[config.mk]
export PLATFORM = sky130hd
export DESIGN_NAME = branch_unit
export DESIGN_NICKNAME = d
export VERILOG_FILES = /design/src/rtl/branch_unit.sv
export SDC_FILE = /design/constraint.sdc
export NUM_CORES = 1
export LEC_CHECK = 0
export CORE_MARGIN = 10
export CORE_UTILIZATION = 24
export CTS_BUF_LIST = sky130_fd_sc_hd__clkbuf_8
export DETAILED_ROUTE_END_ITERATION = 8
export PLACE_DENSITY = 0.41
export SLEW_MARGIN = 20
export SYNTH_ARGS = -nofsm -noshare
export SYNTH_HDL_FRONTEND = slang
export SYNTH_SLANG_ARGS = --single-unit
export TNS_END_PERCENT = 5
[constraint.sdc]
create_clock -name clk -period 5.7 [get_ports clk]
set_clock_uncertainty 0.1 [all_clocks]
set_input_delay 1.14 -clock clk [delete_from_list [all_inputs] [get_ports clk]]
set_output_delay 1.14 -clock clk [all_outputs]
set_load 0.02 [all_outputs]
[src/rtl/branch_unit.sv]
// rtl/branch_unit.sv - conditional branch resolver with 2-bit BHT predictor
//
// Resolves EX-stage conditional branches one cycle after acceptance and
// predicts fetch PCs from a table of 2-bit saturating counters.
//
// Ports:
//   clk, rst            clock and synchronous active-high reset
//   if_pc, pred_taken   fetch PC and its combinational prediction
//   ex_valid, ex_kill   EX instruction valid / squash
//   ex_opcode/funct3    instruction opcode and branch condition select
//   ex_rs1, ex_rs2      compare operands
//   ex_pc, ex_imm       branch PC and B-type offset (bit 0 ignored)
//   ex_pred_taken       prediction that travelled with the instruction
//   res_valid/res_taken/mispredict/redirect_pc/illegal_br  registered result
//   stat_branches, stat_mispredicts  event counters
//
// Optional feature: define BRANCH_UNIT_STATS_EN to build the event counters;
// otherwise the stat ports are tied to 0.

module branch_unit #(
    parameter int XLEN      = 32,
    parameter int BHT_DEPTH = 64
) (
    input  logic            clk,
    input  logic            rst,
    input  logic [XLEN-1:0] if_pc,
    output logic            pred_taken,
    input  logic            ex_valid,
    input  logic            ex_kill,
    input  logic [6:0]      ex_opcode,
    input  logic [2:0]      ex_funct3,
    input  logic [XLEN-1:0] ex_rs1,
    input  logic [XLEN-1:0] ex_rs2,
    input  logic [XLEN-1:0] ex_pc,
    input  logic [12:0]     ex_imm,
    input  logic            ex_pred_taken,
    output logic            res_valid,
    output logic            res_taken,
    output logic            mispredict,
    output logic [XLEN-1:0] redirect_pc,
    output logic            illegal_br,
    output logic [31:0]     stat_branches,
    output logic [31:0]     stat_mispredicts
);

    localparam int         IDX_W     = $clog2(BHT_DEPTH);
    localparam logic [6:0] OP_BRANCH = 7'b1100011;

    logic [1:0]      bht [BHT_DEPTH];
    logic [IDX_W-1:0] if_idx;
    logic [IDX_W-1:0] ex_idx;

    logic            accept;
    logic            eq;
    logic            lt_s;
    logic            lt_u;
    logic            taken_c;
    logic            illegal_c;
    logic            mis_c;
    logic [XLEN-1:0] imm_ext;
    logic [XLEN-1:0] target;
    logic [XLEN-1:0] seq_pc;

    // PC bits outside the table index and imm bit 0 carry no information here.
    logic unused_bits;
    assign unused_bits = ^{if_pc[XLEN-1:IDX_W+2], if_pc[1:0], ex_imm[0]};

    assign if_idx = if_pc[IDX_W+1:2];
    assign ex_idx = ex_pc[IDX_W+1:2];

    // Read is the stored value only: a same-cycle update to this index is
    // not forwarded, so the prediction reflects the pre-update counter.
    assign pred_taken = bht[if_idx][1];

    assign accept = ex_valid && !ex_kill && (ex_opcode == OP_BRANCH);

    assign eq   = (ex_rs1 == ex_rs2);
    assign lt_s = ($signed(ex_rs1) < $signed(ex_rs2));
    assign lt_u = (ex_rs1 < ex_rs2);

    always_comb begin
        taken_c   = 1'b0;
        illegal_c = 1'b0;
        case (ex_funct3)
            3'b000:  taken_c = eq;
            3'b001:  taken_c = !eq;
            3'b100:  taken_c = lt_s;
            3'b101:  taken_c = !lt_s;
            3'b110:  taken_c = lt_u;
            3'b111:  taken_c = !lt_u;
            default: illegal_c = 1'b1;   // 010 / 011: never taken
        endcase
    end

    assign mis_c   = (taken_c != ex_pred_taken);
    assign imm_ext = {{(XLEN-12){ex_imm[12]}}, ex_imm[11:1], 1'b0};
    assign target  = ex_pc + imm_ext;
    assign seq_pc  = ex_pc + {{(XLEN-3){1'b0}}, 3'd4};

    always_ff @(posedge clk) begin
        if (rst) begin
            for (int i = 0; i < BHT_DEPTH; i++) begin
                bht[i] <= 2'b01;
            end
            res_valid   <= 1'b0;
            res_taken   <= 1'b0;
            mispredict  <= 1'b0;
            illegal_br  <= 1'b0;
            redirect_pc <= '0;
        end else begin
            res_valid  <= accept;
            mispredict <= accept && mis_c;
            illegal_br <= accept && illegal_c;
            if (accept) begin
                res_taken   <= taken_c;
                redirect_pc <= taken_c ? target : seq_pc;
                if (!illegal_c) begin
                    if (taken_c && (bht[ex_idx] != 2'b11)) begin
                        bht[ex_idx] <= bht[ex_idx] + 2'b01;
                    end else if (!taken_c && (bht[ex_idx] != 2'b00)) begin
                        bht[ex_idx] <= bht[ex_idx] - 2'b01;
                    end
                end
            end
        end
    end

`ifdef BRANCH_UNIT_STATS_EN
    always_ff @(posedge clk) begin
        if (rst) begin
            stat_branches    <= '0;
            stat_mispredicts <= '0;
        end else if (accept) begin
            stat_branches <= stat_branches + 32'd1;
            if (mis_c) begin
                stat_mispredicts <= stat_mispredicts + 32'd1;
            end
        end
    end
`else
    assign stat_branches    = 32'd0;
    assign stat_mispredicts = 32'd0;
`endif

endmodule

; Word level (Yosys, flattened, before mapping)
; Memory sizes are Yosys's and may differ from the RTL's.
; Index checks and enable logic that the tools add are counted.
[classes]
addsub = 4
n_lt_le_gt_ge = 2
n_eq_ne = 9
n_mux = 20
bitwise = 1
n_reduce_logical = 15
[op_table]
columns = cell, count
row1 = $lt A32 B32 Y1, 2
row2 = $add A32 B3 Y32 const B, 1
row3 = $add A32 B32 Y32, 1
row4 = $eq A32 B32 Y1, 1
row5 = $mux W32, 1
row6 = $mux W1, 15
row7 = $eq A3 B3 Y1 const B, 4
row8 = $eq A7 B7 Y1 const B, 1
row9 = $logic_and A1 B1 Y1, 6
row10 = $mux W6, 1
row11 = $pmux W1 S6, 1
row12 = $reduce_or A6 Y1, 1
row13 = $logic_not A1 Y1, 5
row14 = $mux W2, 2
row15 = $eq A3 B1 Y1 const B, 1
row16 = $logic_not A3 Y1, 1
row17 = $add A2 B1 Y2 const B, 1
row18 = $ne A2 B2 Y1 const B, 1
row19 = $reduce_bool A2 Y1, 1
row20 = $reduce_or A2 Y1, 1
row21 = $sub A2 B1 Y2 const B, 1
row22 = $ne A1 B1 Y1, 1
row23 = $or A1 B1 Y1, 1
[word_totals]
regBits = 36
ramBits = 128
n_memories = 1
[memory_table]
columns = memory, depth, word_bits, read_ports, rd_clocked_by_memory_dff, wr, line
row1 = bht, 64, 2, 2, 0, 64, 49  ; logic [1:0] bht [BHT_DEPTH];

; Depth between registers and ports, before layout
[logic_depth]
ltp_word = 14
depth_mapped = 18
ltp_nobuf = 13

; Worst setup path after synthesis
; No wires, ideal clock.
[synth_timing]
kind = input port to output port
start = input port if_pc[2]
end = output port pred_taken
arrival_time_ns = 3.621
t_required_ns = 4.460
setup_slack_ns = 0.839
path_stages = 5
path_buffers = 2
cell_sequence = clkbuf_1 > buf_1 > mux4_2 > mux4_2 > mux4_2
[synth_between]
elab_chain_len = 1
[synth_rtl]
columns = element, line
row1 = start: declaration, 26  ; input logic [XLEN-1:0] if_pc,
row2 = $mem_v2 Z64 W2, --
row3 = end: declaration, 27  ; output logic pred_taken,
; No other way between the ends.

; Final worst setup path
; Same ends and word-level chain as after synthesis.

==> results by group <==
Route
  • Vias: 9887
  • Drt via density: 4.765
  • Post-DRT Antenna Nets: 0
  • Drc violations: 0
  • Final WL: about 43000 um
  • Initial DRC Count: ~610
  • Wirelength per Cell: 20.79 um
  • Router iterations before antenna repair: 5

Clock tree
  • CTS tree: yes
  • Deepest clock path buffer count: 2
  • Clock transition at the registers of the reported paths: around 0.10 ns
  • Post-CTS resize count: 0
  • H-tree levels: 4
  • Clock sink count: 164
  • Hold buffers post-CTS: 0
  • Clock root buffer: clkbuf_8
  • CTS buffer count: 17
  • Post-CTS Setup Repair Bufs: 0
  • Clk_lat worst skew: approximately 0.50 ns

Power and ir drop
  • Combinational share of power: 0.253
  • P_sw: a little under 1 mW
  • Clock share of power: 0.312
  • Power Internal: 2.023 mW
  • Seq pwr share: 0.436
  • Switch share: 0.3262
  • Max rail drop VDD: 0.0001296 V
  • Power Dens Cells: 202.0 nW/um^2
  • Tot Pwr: roughly 3 mW
  • Leakage: 5.646 nW

Worst setup path
  • Setup CP Type: input pin to output pin
  • Arr. time, crit path: 4.02 ns
  • Critical Path, Cell by Cell: clkdlybuf4s50_1 -> buf_12 -> mux4_2 -> mux4_2 -> mux4_2 -> clkdlybuf4s50_1
  • Worst Path Required: 4.46 ns
  • RR Startpoint: bht[43][0]
  • Critical Path Most Common Cell: mux4_2
  • Reg2reg path depth: 12
  • Crit Reg-Reg Endpoint: bht[45][0]
  • Slowest Stage Delay on Critical Path: 0.59 ns
  • R2R Setup Slk: 1.92 ns
  • Slowest-stage cell, CP: mux4_2
  • Worst Path Max Fanout: 16
  • Crit. End Element: output pin
  • Startpoint types: input pin

Global routing
  • Vias in the first global route: 10240
  • First-pass GRT wire length: 64980 um
  • GRT Util Overall: 0.1428
  • Largest net degree at the start of global routing: 65
  • Initial antenna violation count: 6
  • Grt ovf: 0

Min path
  • Hold path depth: 2
  • Hold Path Sink: redirect_pc[31]
  • Worst min path class: flip-flop to flip-flop
  • Hold_sp: redirect_pc[31]

Timing
  • Post-route clock period utilization: 0.9223
  • Final setup vio count: 0
  • Minimum clock period: roughly 5.3 ns
  • RSZ-0062 raised after global routing: false
  • PnR worst setup slack: 0.4430 ns
  • Final Hold Viols: 0
  • Pins Over Slew Limit: 0
  • Max Fclk: ~190 MHz
  • Worst Max-Slew Pin Slew: between 1 and 1.5 ns
  • Rel. slew slack: 0.3034
  • TNS Setup: 0 ns

Floorplanning
  • Core Area: between 40000 and 50000 um^2
  • Die height: 243.6 um
  • Cell Rows: 81
  • Die Wd: 243.6 um
  • Initial Utilization: 0.2441
  • IO Count: 257
  • Die area: 59330 um^2

Yosys
  • Post-synthesis adder-cell area fraction: 0.06738
  • Simple-gate area share of the yosys netlist: 0.1647
  • Share of the yosys chip area belonging to registers: 0.3805
  • Mux contribution to synthesized area: 0.1050
  • Synth Cell Area: 12000 um^2
  • Syn Inst Count: roughly 1200
  • Top cell type's share of synthesized area: 0.3204
  • Ys flop type: edfxtp_1
  • Largest family of logic cells by synthesized area: simple AND/OR/NAND/NOR gates
  • Syn Area/Cell: 9.841 um^2
  • Async set or reset register ratio after synthesis: 0
  • Synth area leader: edfxtp_1
  • Synth unique cells: 80
  • Post-synthesis xor/xnor area fraction: 0.03796
  • Warnings from Yosys: 0
  • EDFF count, synth: about 130
  • #FFs+latches synth: 164
  • Top cells by area, synth: edfxtp_1 32%, mux4_2 7.5%, ha_1 6.6%
  • Synth Area in Compound Gates: 0.1536

Placement
  • Port bufs: 165
  • DP Worst Slack: 0.2479 ns
  • Final HPWL DP: 32280 um
  • Placer Congestion: 0.8115

Final layout
  • Area growth syn-to-layout: 23.92%
  • Commonest non-fill, non-tap cell in the layout: clkdlybuf4s50_1
  • Share of cells above drive strength 1: 0.1234
  • Layout net count: 1617
  • Most frequent cells in the layout: 161 x clkdlybuf4s50_1, 128 x edfxtp_1, 125 x nand2_1

Run
  • Max-cap viol count: 0

Outcome
  • Outcome: finished, final reports clean
-- worst max-delay path by stage --
stage | to | slack (ns) | startpoint | cells past startpoint
after floorplan | pred_taken | 0.84 | if_pc[2] | 5
after global placement | bht[11][0] | 0.35 | ex_rs2[17] | 15
after detailed placement | bht[11][0] | 0.25 | ex_rs2[15] | 15
after CTS | pred_taken | 0.43 | if_pc[2] | 6
after global routing | pred_taken | 0.40 | if_pc[2] | 6
final | pred_taken | 0.44 | if_pc[2] | 6
-- per-stage QoR --
step                      utilization  area (um^2)  std cells  hold WS [ns]
after global routing           0.3024        14870       2075        0.4110
after floorplan                     -        12230       1282        0.4345
after CTS                      0.3024        14860       2074        0.3768
final                          0.3024        14870       2075        0.3778
after detailed placement       0.2941        14460       2042        0.3521
after global placement         0.2941        14460       2042        0.3467
-- kinds of logic (layout without fill, tap and decap cells) --
logic type,count (synthesis),after routing
fa+ha+maj,64,64
mux,75,75
buf+inv,195,323
other cells,1,65
compound gates,267,267
simple gates,401,401
flops,164,164
xor+xnor,52,52
-- registers in the layout, summed over array words and instances (netlist names) --
register,count
redirect_pc,32
bht,128
illegal_br,1
mispredict,1
res_valid,1
res_taken,1
-- worst max-delay path, delay by kind of cell --
family                 cells  cell delay (ns)
buffers and inverters      3             1.28
multiplexers               3             1.58
-- Yosys cell counts (21+ instances only) --
cell	number
edfxtp_1	128
nand2_1	125
a21o_1	85
nor3_1	81
buf_4	71
nor2_1	68
ha_1	63
a21oi_1	53
inv_1	51
mux4_2	40
dfxtp_1	36
clkbuf_1	35
o21ai_0	32
mux2i_1	31
xnor2_1	31
nand3_1	28
and3_1	21
xor2_1	21
-- power groups by stage --
stage	registers, mW	logic, mW	clock network [mW]
after floorplan	1.33	0.507	0
after global placement	1.34	0.756	0
after detailed placement	1.34	0.756	0
after CTS	1.31	0.761	0.965
after global routing	1.31	0.827	1.01
final	1.31	0.758	0.936
-- area by class of cell --
type	instances	area, um^2
Sequential cell	164	4564
Tap cell	664	830.8
Antenna cell	1	2.502
Fill cell	5177	34290
Clock inverter	15	172.7
Inverter	52	195.2
Clock buffer	17	234.0
Multi-Input combinational cell	923	6601
Timing Repair Buffer	239	2265
-- routing by layer --
layer | global-route usage | wire, um | vias to the layer above
met5 | 0 | 78 | -
met4 | 0.02027 | 320 | 10
met3 | 0.03731 | 2273 | 27
met2 | 0.2420 | 21250 | 242
met1 | 0.1825 | 19210 | 4881
li1 | - | - | 4727
Power figures use the tool's default switching activity.
